==> config.mk <==
export PLATFORM = sky130hd
export DESIGN_NAME = rtc_bus_responder_flat
export DESIGN_NICKNAME = d
export VERILOG_FILES = /design/src/rtl/rtc_bus_responder_if.sv /design/src/rtl/rtc_bus_responder.sv /design/src/flat_wrapper.sv
export SDC_FILE = /design/constraint.sdc
export NUM_CORES = 1
export LEC_CHECK = 0
export ABC_CLOCK_PERIOD_IN_PS = 2600
export CAP_MARGIN = 20
export CORE_MARGIN = 10
export CORE_UTILIZATION = 50
export DETAILED_ROUTE_END_ITERATION = 6
export HOLD_SLACK_MARGIN = 0.05
export PLACE_DENSITY = 0.78
export SLEW_MARGIN = 5
export SYNTH_ARGS = -nofsm -noshare
export SYNTH_HDL_FRONTEND = slang
export SYNTH_SLANG_ARGS = --single-unit
==> constraint.sdc <==
create_clock -name clk -period 2.6 [get_ports clk]
set_clock_uncertainty 0.15 [all_clocks]
set_input_delay 0.52 -clock clk [delete_from_list [all_inputs] [get_ports clk]]
set_output_delay 0.52 -clock clk [all_outputs]
set_load 0.03 [all_outputs]
==> src/rtl/rtc_bus_responder_if.sv <==
// Multiplexed RTC byte bus: chip select, address/data phase flag, read and
// write strobes, the byte driven by the master and the responder's read data.
// The top level builds the physical tristate from data_out/data_oe.
interface rtc_bus_responder_if;
  logic       cs_n;
  logic       ad;
  logic       rd_n;
  logic       wr_n;
  logic [7:0] data_in;
  logic [7:0] data_out;
  logic       data_oe;

  modport master (
    output cs_n, ad, rd_n, wr_n, data_in,
    input  data_out, data_oe
  );

  modport slave (
    input  cs_n, ad, rd_n, wr_n, data_in,
    output data_out, data_oe
  );
endinterface

==> src/rtl/rtc_bus_responder.sv <==
// RTC chip model on the multiplexed CS/AD/RD/WR byte bus. Double-registers the
// bus, commits address/data on the write-strobe release, snapshots register
// data on the read-strobe fall, and keeps BCD seconds/minutes/hours on a 1 Hz
// tick. A data write and a tick in the same cycle keep the write and drop the
// tick completely.
module rtc_bus_responder (
  input  logic                        clk,
  input  logic                        reset,
  rtc_bus_responder_if.slave          bus,
  input  logic                        tick,
  output logic [7:0]                  addr_q,
  output logic                        wr_strobe
);

  localparam logic [3:0] REG_SEC  = 4'h0;
  localparam logic [3:0] REG_MIN  = 4'h1;
  localparam logic [3:0] REG_HOUR = 4'h2;

  // First and second bus register stages; edges are seen between p_* and s_*.
  logic       s_cs_n, s_ad, s_rd_n, s_wr_n;
  logic [7:0] s_data;
  logic       p_cs_n, p_ad, p_rd_n, p_wr_n;
  logic [7:0] p_data;

  logic [7:0] regs [16];
  logic [7:0] data_out_q;
  logic       data_oe_q;

  logic       wr_release;
  logic       addr_wr;
  logic       data_wr;
  logic       rd_start;
  logic       addr_hit;
  logic [7:0] rd_data;

  logic [7:0] sec_next, min_next, hour_next;
  logic       sec_carry, min_carry;

  // Seconds/minutes step: {carry, next value}. Non-BCD inputs follow the same
  // nibble rules, so e.g. 0x5A wraps to 0x00 with a carry.
  function automatic logic [8:0] inc_base60(input logic [7:0] v);
    logic [3:0] hi;
    logic [3:0] lo;
    logic [7:0] r;
    logic       c;
    hi = v[7:4];
    lo = v[3:0];
    c  = 1'b0;
    if (lo >= 4'd9) begin
      if (hi >= 4'd5) begin
        r = 8'h00;
        c = 1'b1;
      end else begin
        r = {4'(hi + 4'd1), 4'h0};
      end
    end else begin
      r = {hi, 4'(lo + 4'd1)};
      if (r >= 8'h60) begin
        r = 8'h00;
        c = 1'b1;
      end
    end
    return {c, r};
  endfunction

  // Hours step in 24 h: anything at or above 0x23 wraps to midnight.
  function automatic logic [7:0] inc_hours(input logic [7:0] v);
    logic [7:0] r;
    if (v >= 8'h23) begin
      r = 8'h00;
    end else if (v[3:0] >= 4'd9) begin
      r = {4'(v[7:4] + 4'd1), 4'h0};
    end else begin
      r = {v[7:4], 4'(v[3:0] + 4'd1)};
    end
    return r;
  endfunction

  // Bus decode: write release, read start and register read mux.
  always_comb begin
    // NOTE: every always_comb output gets a default first so no path can
    // leave it unassigned and infer a latch.
    wr_release = 1'b0;
    addr_wr    = 1'b0;
    data_wr    = 1'b0;
    rd_start   = 1'b0;
    addr_hit   = 1'b0;
    rd_data    = 8'h00;

    wr_release = !p_wr_n && s_wr_n && !p_cs_n;
    addr_wr    = wr_release && !p_ad;
    data_wr    = wr_release && p_ad;
    // A low write strobe blocks the read start, so WR+RD never drives the bus.
    rd_start   = !s_cs_n && s_ad && !s_rd_n && p_rd_n && s_wr_n;
    addr_hit   = (addr_q[7:4] == 4'h0);
    if (addr_hit) begin
      rd_data = regs[addr_q[3:0]];
    end
  end

  // Timekeeping next values, chained through the seconds and minutes carries.
  always_comb begin
    sec_next  = 8'h00;
    min_next  = 8'h00;
    hour_next = 8'h00;
    sec_carry = 1'b0;
    min_carry = 1'b0;

    {sec_carry, sec_next} = inc_base60(regs[REG_SEC]);
    {min_carry, min_next} = inc_base60(regs[REG_MIN]);
    hour_next             = inc_hours(regs[REG_HOUR]);
  end

  // Two-stage input registers; reset parks them at the idle bus state so a
  // release already in flight is never seen after reset.
  always_ff @(posedge clk) begin
    // NOTE: all clocked state uses non-blocking assignments so every flop
    // samples pre-edge values regardless of statement order.
    if (reset) begin
      s_cs_n <= 1'b1;
      s_ad   <= 1'b1;
      s_rd_n <= 1'b1;
      s_wr_n <= 1'b1;
      s_data <= 8'h00;
      p_cs_n <= 1'b1;
      p_ad   <= 1'b1;
      p_rd_n <= 1'b1;
      p_wr_n <= 1'b1;
      p_data <= 8'h00;
    end else begin
      s_cs_n <= bus.cs_n;
      s_ad   <= bus.ad;
      s_rd_n <= bus.rd_n;
      s_wr_n <= bus.wr_n;
      s_data <= bus.data_in;
      p_cs_n <= s_cs_n;
      p_ad   <= s_ad;
      p_rd_n <= s_rd_n;
      p_wr_n <= s_wr_n;
      p_data <= s_data;
    end
  end

  // Address latch and one-cycle write strobe (also for ignored addresses).
  always_ff @(posedge clk) begin
    if (reset) begin
      addr_q    <= 8'h00;
      wr_strobe <= 1'b0;
    end else begin
      wr_strobe <= data_wr;
      if (addr_wr) begin
        addr_q <= p_data;
      end
    end
  end

  // Register file: bus writes take priority and swallow a coincident tick.
  always_ff @(posedge clk) begin
    // NOTE: the register file is reset on purpose; the clock must read
    // 00:00:00 and the scratch bytes zero after every reset.
    if (reset) begin
      for (int i = 0; i < 16; i++) begin
        regs[i] <= 8'h00;
      end
    end else if (data_wr) begin
      if (addr_hit) begin
        regs[addr_q[3:0]] <= p_data;
      end
    end else if (tick) begin
      regs[REG_SEC] <= sec_next;
      if (sec_carry) begin
        regs[REG_MIN] <= min_next;
        if (min_carry) begin
          regs[REG_HOUR] <= hour_next;
        end
      end
    end
  end

  // Read path: snapshot on read start, drop the enable as soon as RD or CS lifts.
  always_ff @(posedge clk) begin
    if (reset) begin
      data_out_q <= 8'h00;
      data_oe_q  <= 1'b0;
    end else begin
      if (s_rd_n || s_cs_n) begin
        data_oe_q <= 1'b0;
      end else if (rd_start) begin
        data_oe_q <= 1'b1;
      end
      if (rd_start) begin
        data_out_q <= rd_data;
      end
    end
  end

  assign bus.data_out = data_out_q;
  assign bus.data_oe  = data_oe_q;

endmodule
==> src/flat_wrapper.sv <==
// flat-port wrapper written by rule: the top's interface ports become plain ports
module rtc_bus_responder_flat 
  (clk, reset, tick, addr_q, wr_strobe, bus_cs_n, bus_ad, bus_rd_n, bus_wr_n, bus_data_in, bus_data_out, bus_data_oe);
  rtc_bus_responder_if bus_i ();
  input  logic clk;
  input  logic reset;
  input  logic tick;
  output logic [7:0] addr_q;
  output logic wr_strobe;
  input wire logic [$bits(bus_i.cs_n)-1:0] bus_cs_n;
  input wire logic [$bits(bus_i.ad)-1:0] bus_ad;
  input wire logic [$bits(bus_i.rd_n)-1:0] bus_rd_n;
  input wire logic [$bits(bus_i.wr_n)-1:0] bus_wr_n;
  input wire logic [$bits(bus_i.data_in)-1:0] bus_data_in;
  output wire logic [$bits(bus_i.data_out)-1:0] bus_data_out;
  output wire logic [$bits(bus_i.data_oe)-1:0] bus_data_oe;
  assign bus_i.cs_n = bus_cs_n;
  assign bus_i.ad = bus_ad;
  assign bus_i.rd_n = bus_rd_n;
  assign bus_i.wr_n = bus_wr_n;
  assign bus_i.data_in = bus_data_in;
  assign bus_data_out = bus_i.data_out;
  assign bus_data_oe = bus_i.data_oe;
  rtc_bus_responder u_core (.clk(clk), .reset(reset), .bus(bus_i), .tick(tick), .addr_q(addr_q), .wr_strobe(wr_strobe));
endmodule
==> flow_summary.json <==
{
  "outcome": "finished clean",
  "finalCritPeriodShare": 0.967,
  "syn_nets": 649,
  "whs_ns": 0.284,
  "synth_edf_count": 128,
  "area_delta_synth_final_pct": 16.4,
  "r2r_start": "u_core.regs[0][0]",
  "top_layer": "met4",
  "rr_worst_depth": 6,
  "yosys-top-cells-area": "edfxtp_1 48%, dfxtp_1 11%, mux4_2 8.9%, and2_1 8.6%, ha_1 3.3%",
  "r2r-end": "u_core.regs[2][7]",
  "core-area_um2": 15900,
  "grt_max_degree": 37,
  "drt-vias-per-instance": 5.82,
  "place.gp.congestion": 0.920,
  "synth_area_per_cell_um2": 13.2,
  "cts.sinks": 174,
  "reg2reg_slack_ns": 0.09,
  "antenna_left": 0,
  "cts_tree": "done",
  "pwr-share-clk": 0.408,
  "initial_core_util": 0.509,
  "rows": 46,
  "vias": 5235,
  "cts_hold_buffers": 0,
  "setup-violations-final": 0,
  "synth_area_um2": 8080,
  "async_reset_ff_frac": 0,
  "wl_met1_um": 7580,
  "yosysSeqAreaShare": 0.590,
  "yosysWarnings": 0,
  "wirelength_um": 18300,
  "hold_violations": 0,
  "synthesis.instances": 613,
  "path_max_fanout": 6,
  "grt.overflow.total": 0,
  "worst_slew_pin_slew_ns": 0.842,
  "critPathKind": "flop to flop",
  "synth_top_area_share": 0.476,
  "p_int_uw": 4510,
  "critPathArrivalTime_ns": 2.47,
  "end_kind": "flop",
  "power_frac_comb": 0.054,
  "required_ns": 2.55,
  "grt_pass1_vias": 5345,
  "path_cells": "ha_1 > nor3b_1 > a2111o_1 > and2_1 > nand2_1 > o31ai_4",
  "max_stage_delay_ns": 0.50,
  "dp_slack_ns": 0.0843,
  "hold_depth": 1,
  "drt_pass1_iterations": 7,
  "ir_drop_mv": 0.431,
  "die_h_um": 147,
  "leakagePower_uw": 0.00344,
  "synthFlopType": "edfxtp_1",
  "p_per_area_nw_per_um2": 624,
  "critPathSlowestCell": "edfxtp_1",
  "min_path_type": "flop to flop",
  "yosysTopAreaCell": "edfxtp_1",
  "slew-limit-headroom": 0.438,
  "layout_commonest_cell": "edfxtp_1",
  "wire_per_inst_um": 20.3,
  "antenna_found_initial": 0,
  "cts-root-buf": "clkbuf_16",
  "final_area_um2": 9410,
  "routed-wl-met2_um": 8950,
  "io_buffer_count": 32,
  "ctsLongestPathBuffers": 2,
  "hold_start": "u_core.s_data[6]",
  "fmax_ghz": 0.398,
  "layout-drive-gt1-share": 0.199,
  "fin_util": 0.592,
  "finalWorstSetupSlack_ns": 0.0867,
  "die_area_um2": 21600,
  "num-nets-final": 707,
  "fin_crit_ns": 2.51,
  "clk_pin_slew_worst_paths_ns": 0.07,
  "drt_iter0_drc": 634,
  "cp-start-kind": "flop",
  "drc": 0,
  "holdPathEnd": "u_core.p_data[6]",
  "post_dp_cell_area_um2": 8830,
  "grtUsageTotal": 0.173,
  "die_w_um": 147,
  "dp_hpwl_um": 12800,
  "p_switching_uw": 1360,
  "io_pins": 33,
  "wl_met3_um": 1250,
  "insertion_delay_ns": 0.43,
  "ys_types": 56,
  "htree_levels": 4,
  "cts_buffers": 17,
  "cap_violations": 0,
  "synth_seq_cells": 174,
  "sequentialPowerShare": 0.539,
  "sw_frac_of_total": 0.231,
  "final_max_slew_viol_count": 0,
  "n_antenna_cell": 0,
  "layout_common_cells": "128 x edfxtp_1, 111 x and2_1, 49 x nand2_1",
  "grt_pass1_wl_um": 29200
}
## routing by layer
layer  up-vias  track usage
li1       2345            -
met1      2609        0.217
met2       242        0.281
met3        39       0.0387
met4         0       0.0743
met5         -            0
## flip-flops by register name, indices dropped and copies added (netlist names), named ones only
register,count
u_core.p_cs_n,1
u_core.p_ad,1
u_core.addr_q,8
u_core.bus.data_out,8
u_core.p_wr_n,1
u_core.regs,128
u_core.p_data,8
u_core.p_rd_n,1
u_core.s_cs_n,1
u_core.s_data,8
u_core.s_wr_n,1
u_core.s_ad,1
u_core.wr_strobe,1
u_core.bus.data_oe,1
u_core.s_rd_n,1
## worst max path at each step
stage	to	cells after the start	startpoint	slack, ns
after floorplan	u_core.regs[2][4]	6	u_core.addr_q[0]	0.04
after global placement	u_core.regs[1][5]	8	u_core.regs[0][0]	0.27
after detailed placement	u_core.regs[1][2]	6	u_core.regs[1][0]	0.08
after CTS	u_core.regs[1][2]	6	u_core.regs[1][0]	0.04
after global routing	u_core.regs[2][3]	7	u_core.regs[0][0]	-0.06
final	u_core.regs[2][7]	6	u_core.regs[0][0]	0.09
## stage by stage
| step | cells | power, uW | TNS (ns) |
|---|---|---|---|
| floorplan | 613 | 3380 | 0 |
| global placement | 867 | 3500 | 0 |
| global route | 900 | 6050 | -0.211 |
| CTS | 899 | 5890 | 0 |
| finish | 900 | 5870 | 0 |
| detailed placement | 867 | 3520 | 0 |
## cells by family (layout without fill, tap and decap cells)
family / after synthesis / after routing / synth area share
muxes: 32 / 32 / 0.0892
adders and majority gates: 21 / 21 / 0.0325
DFF: 174 / 174 / 0.590
and+or+nand+nor: 261 / 261 / 0.193
buffers and inverters: 46 / 117 / 0.0232
AOI/OAI and AO/OA: 71 / 71 / 0.0638
xor gates and xnor gates: 8 / 8 / 0.00867
## worst max-delay path: cells and delay by family, from the launching register on
kind,cells,cell delay (ns)
flip-flops,1,0.50
AND/OR/NAND/NOR,3,0.65
adder cells (fa/ha/maj),1,0.25
AO/OA/AOI/OAI,2,0.62
## Yosys cell counts, types with 2 or more instances
master,n
nor3_1,3
or3_1,2
and2_1,111
or4_1,2
nor2b_1,18
xnor2_1,7
inv_1,18
a22o_1,8
or2_2,21
dfxtp_1,46
nand4_1,2
ha_1,21
o31a_1,2
clkbuf_1,18
o31ai_1,4
mux4_2,32
buf_2,6
buf_1,3
nand3_1,7
o211ai_1,2
o21ai_0,12
a21oi_1,10
o41ai_1,3
nand2b_1,4
nand3b_1,2
edfxtp_1,128
nor2_1,20
nand2_1,49
o2bb2ai_1,7
nor3_2,4
a22oi_1,16
## cell type report
type,count,area [um^2]
well taps,216,270
fillers,1225,6480
flip-flops and latches,174,4770
clock buffers,20,458
clock inverters,12,100
multi-input cells,393,3150
inverters,18,67.6
repair buffers,67,591
## power by group through the flow
stage / combinational (uW) / sequential, uW / clock, uW
detailed placement: 303 / 3220 / 0
global placement: 289 / 3210 / 0
CTS: 307 / 3160 / 2420
floorplan: 208 / 3170 / 0
global route: 342 / 3170 / 2540
finish: 315 / 3160 / 2390
## what timing repair did
item	4_1_cts	5_1_grt
gates resized for setup	0	4
setup endpoints to repair	0	12
buffers inserted	0	1
endpoints found under the hold margin	0	0
No activity file was read; power rests on OpenSTA's default activity.
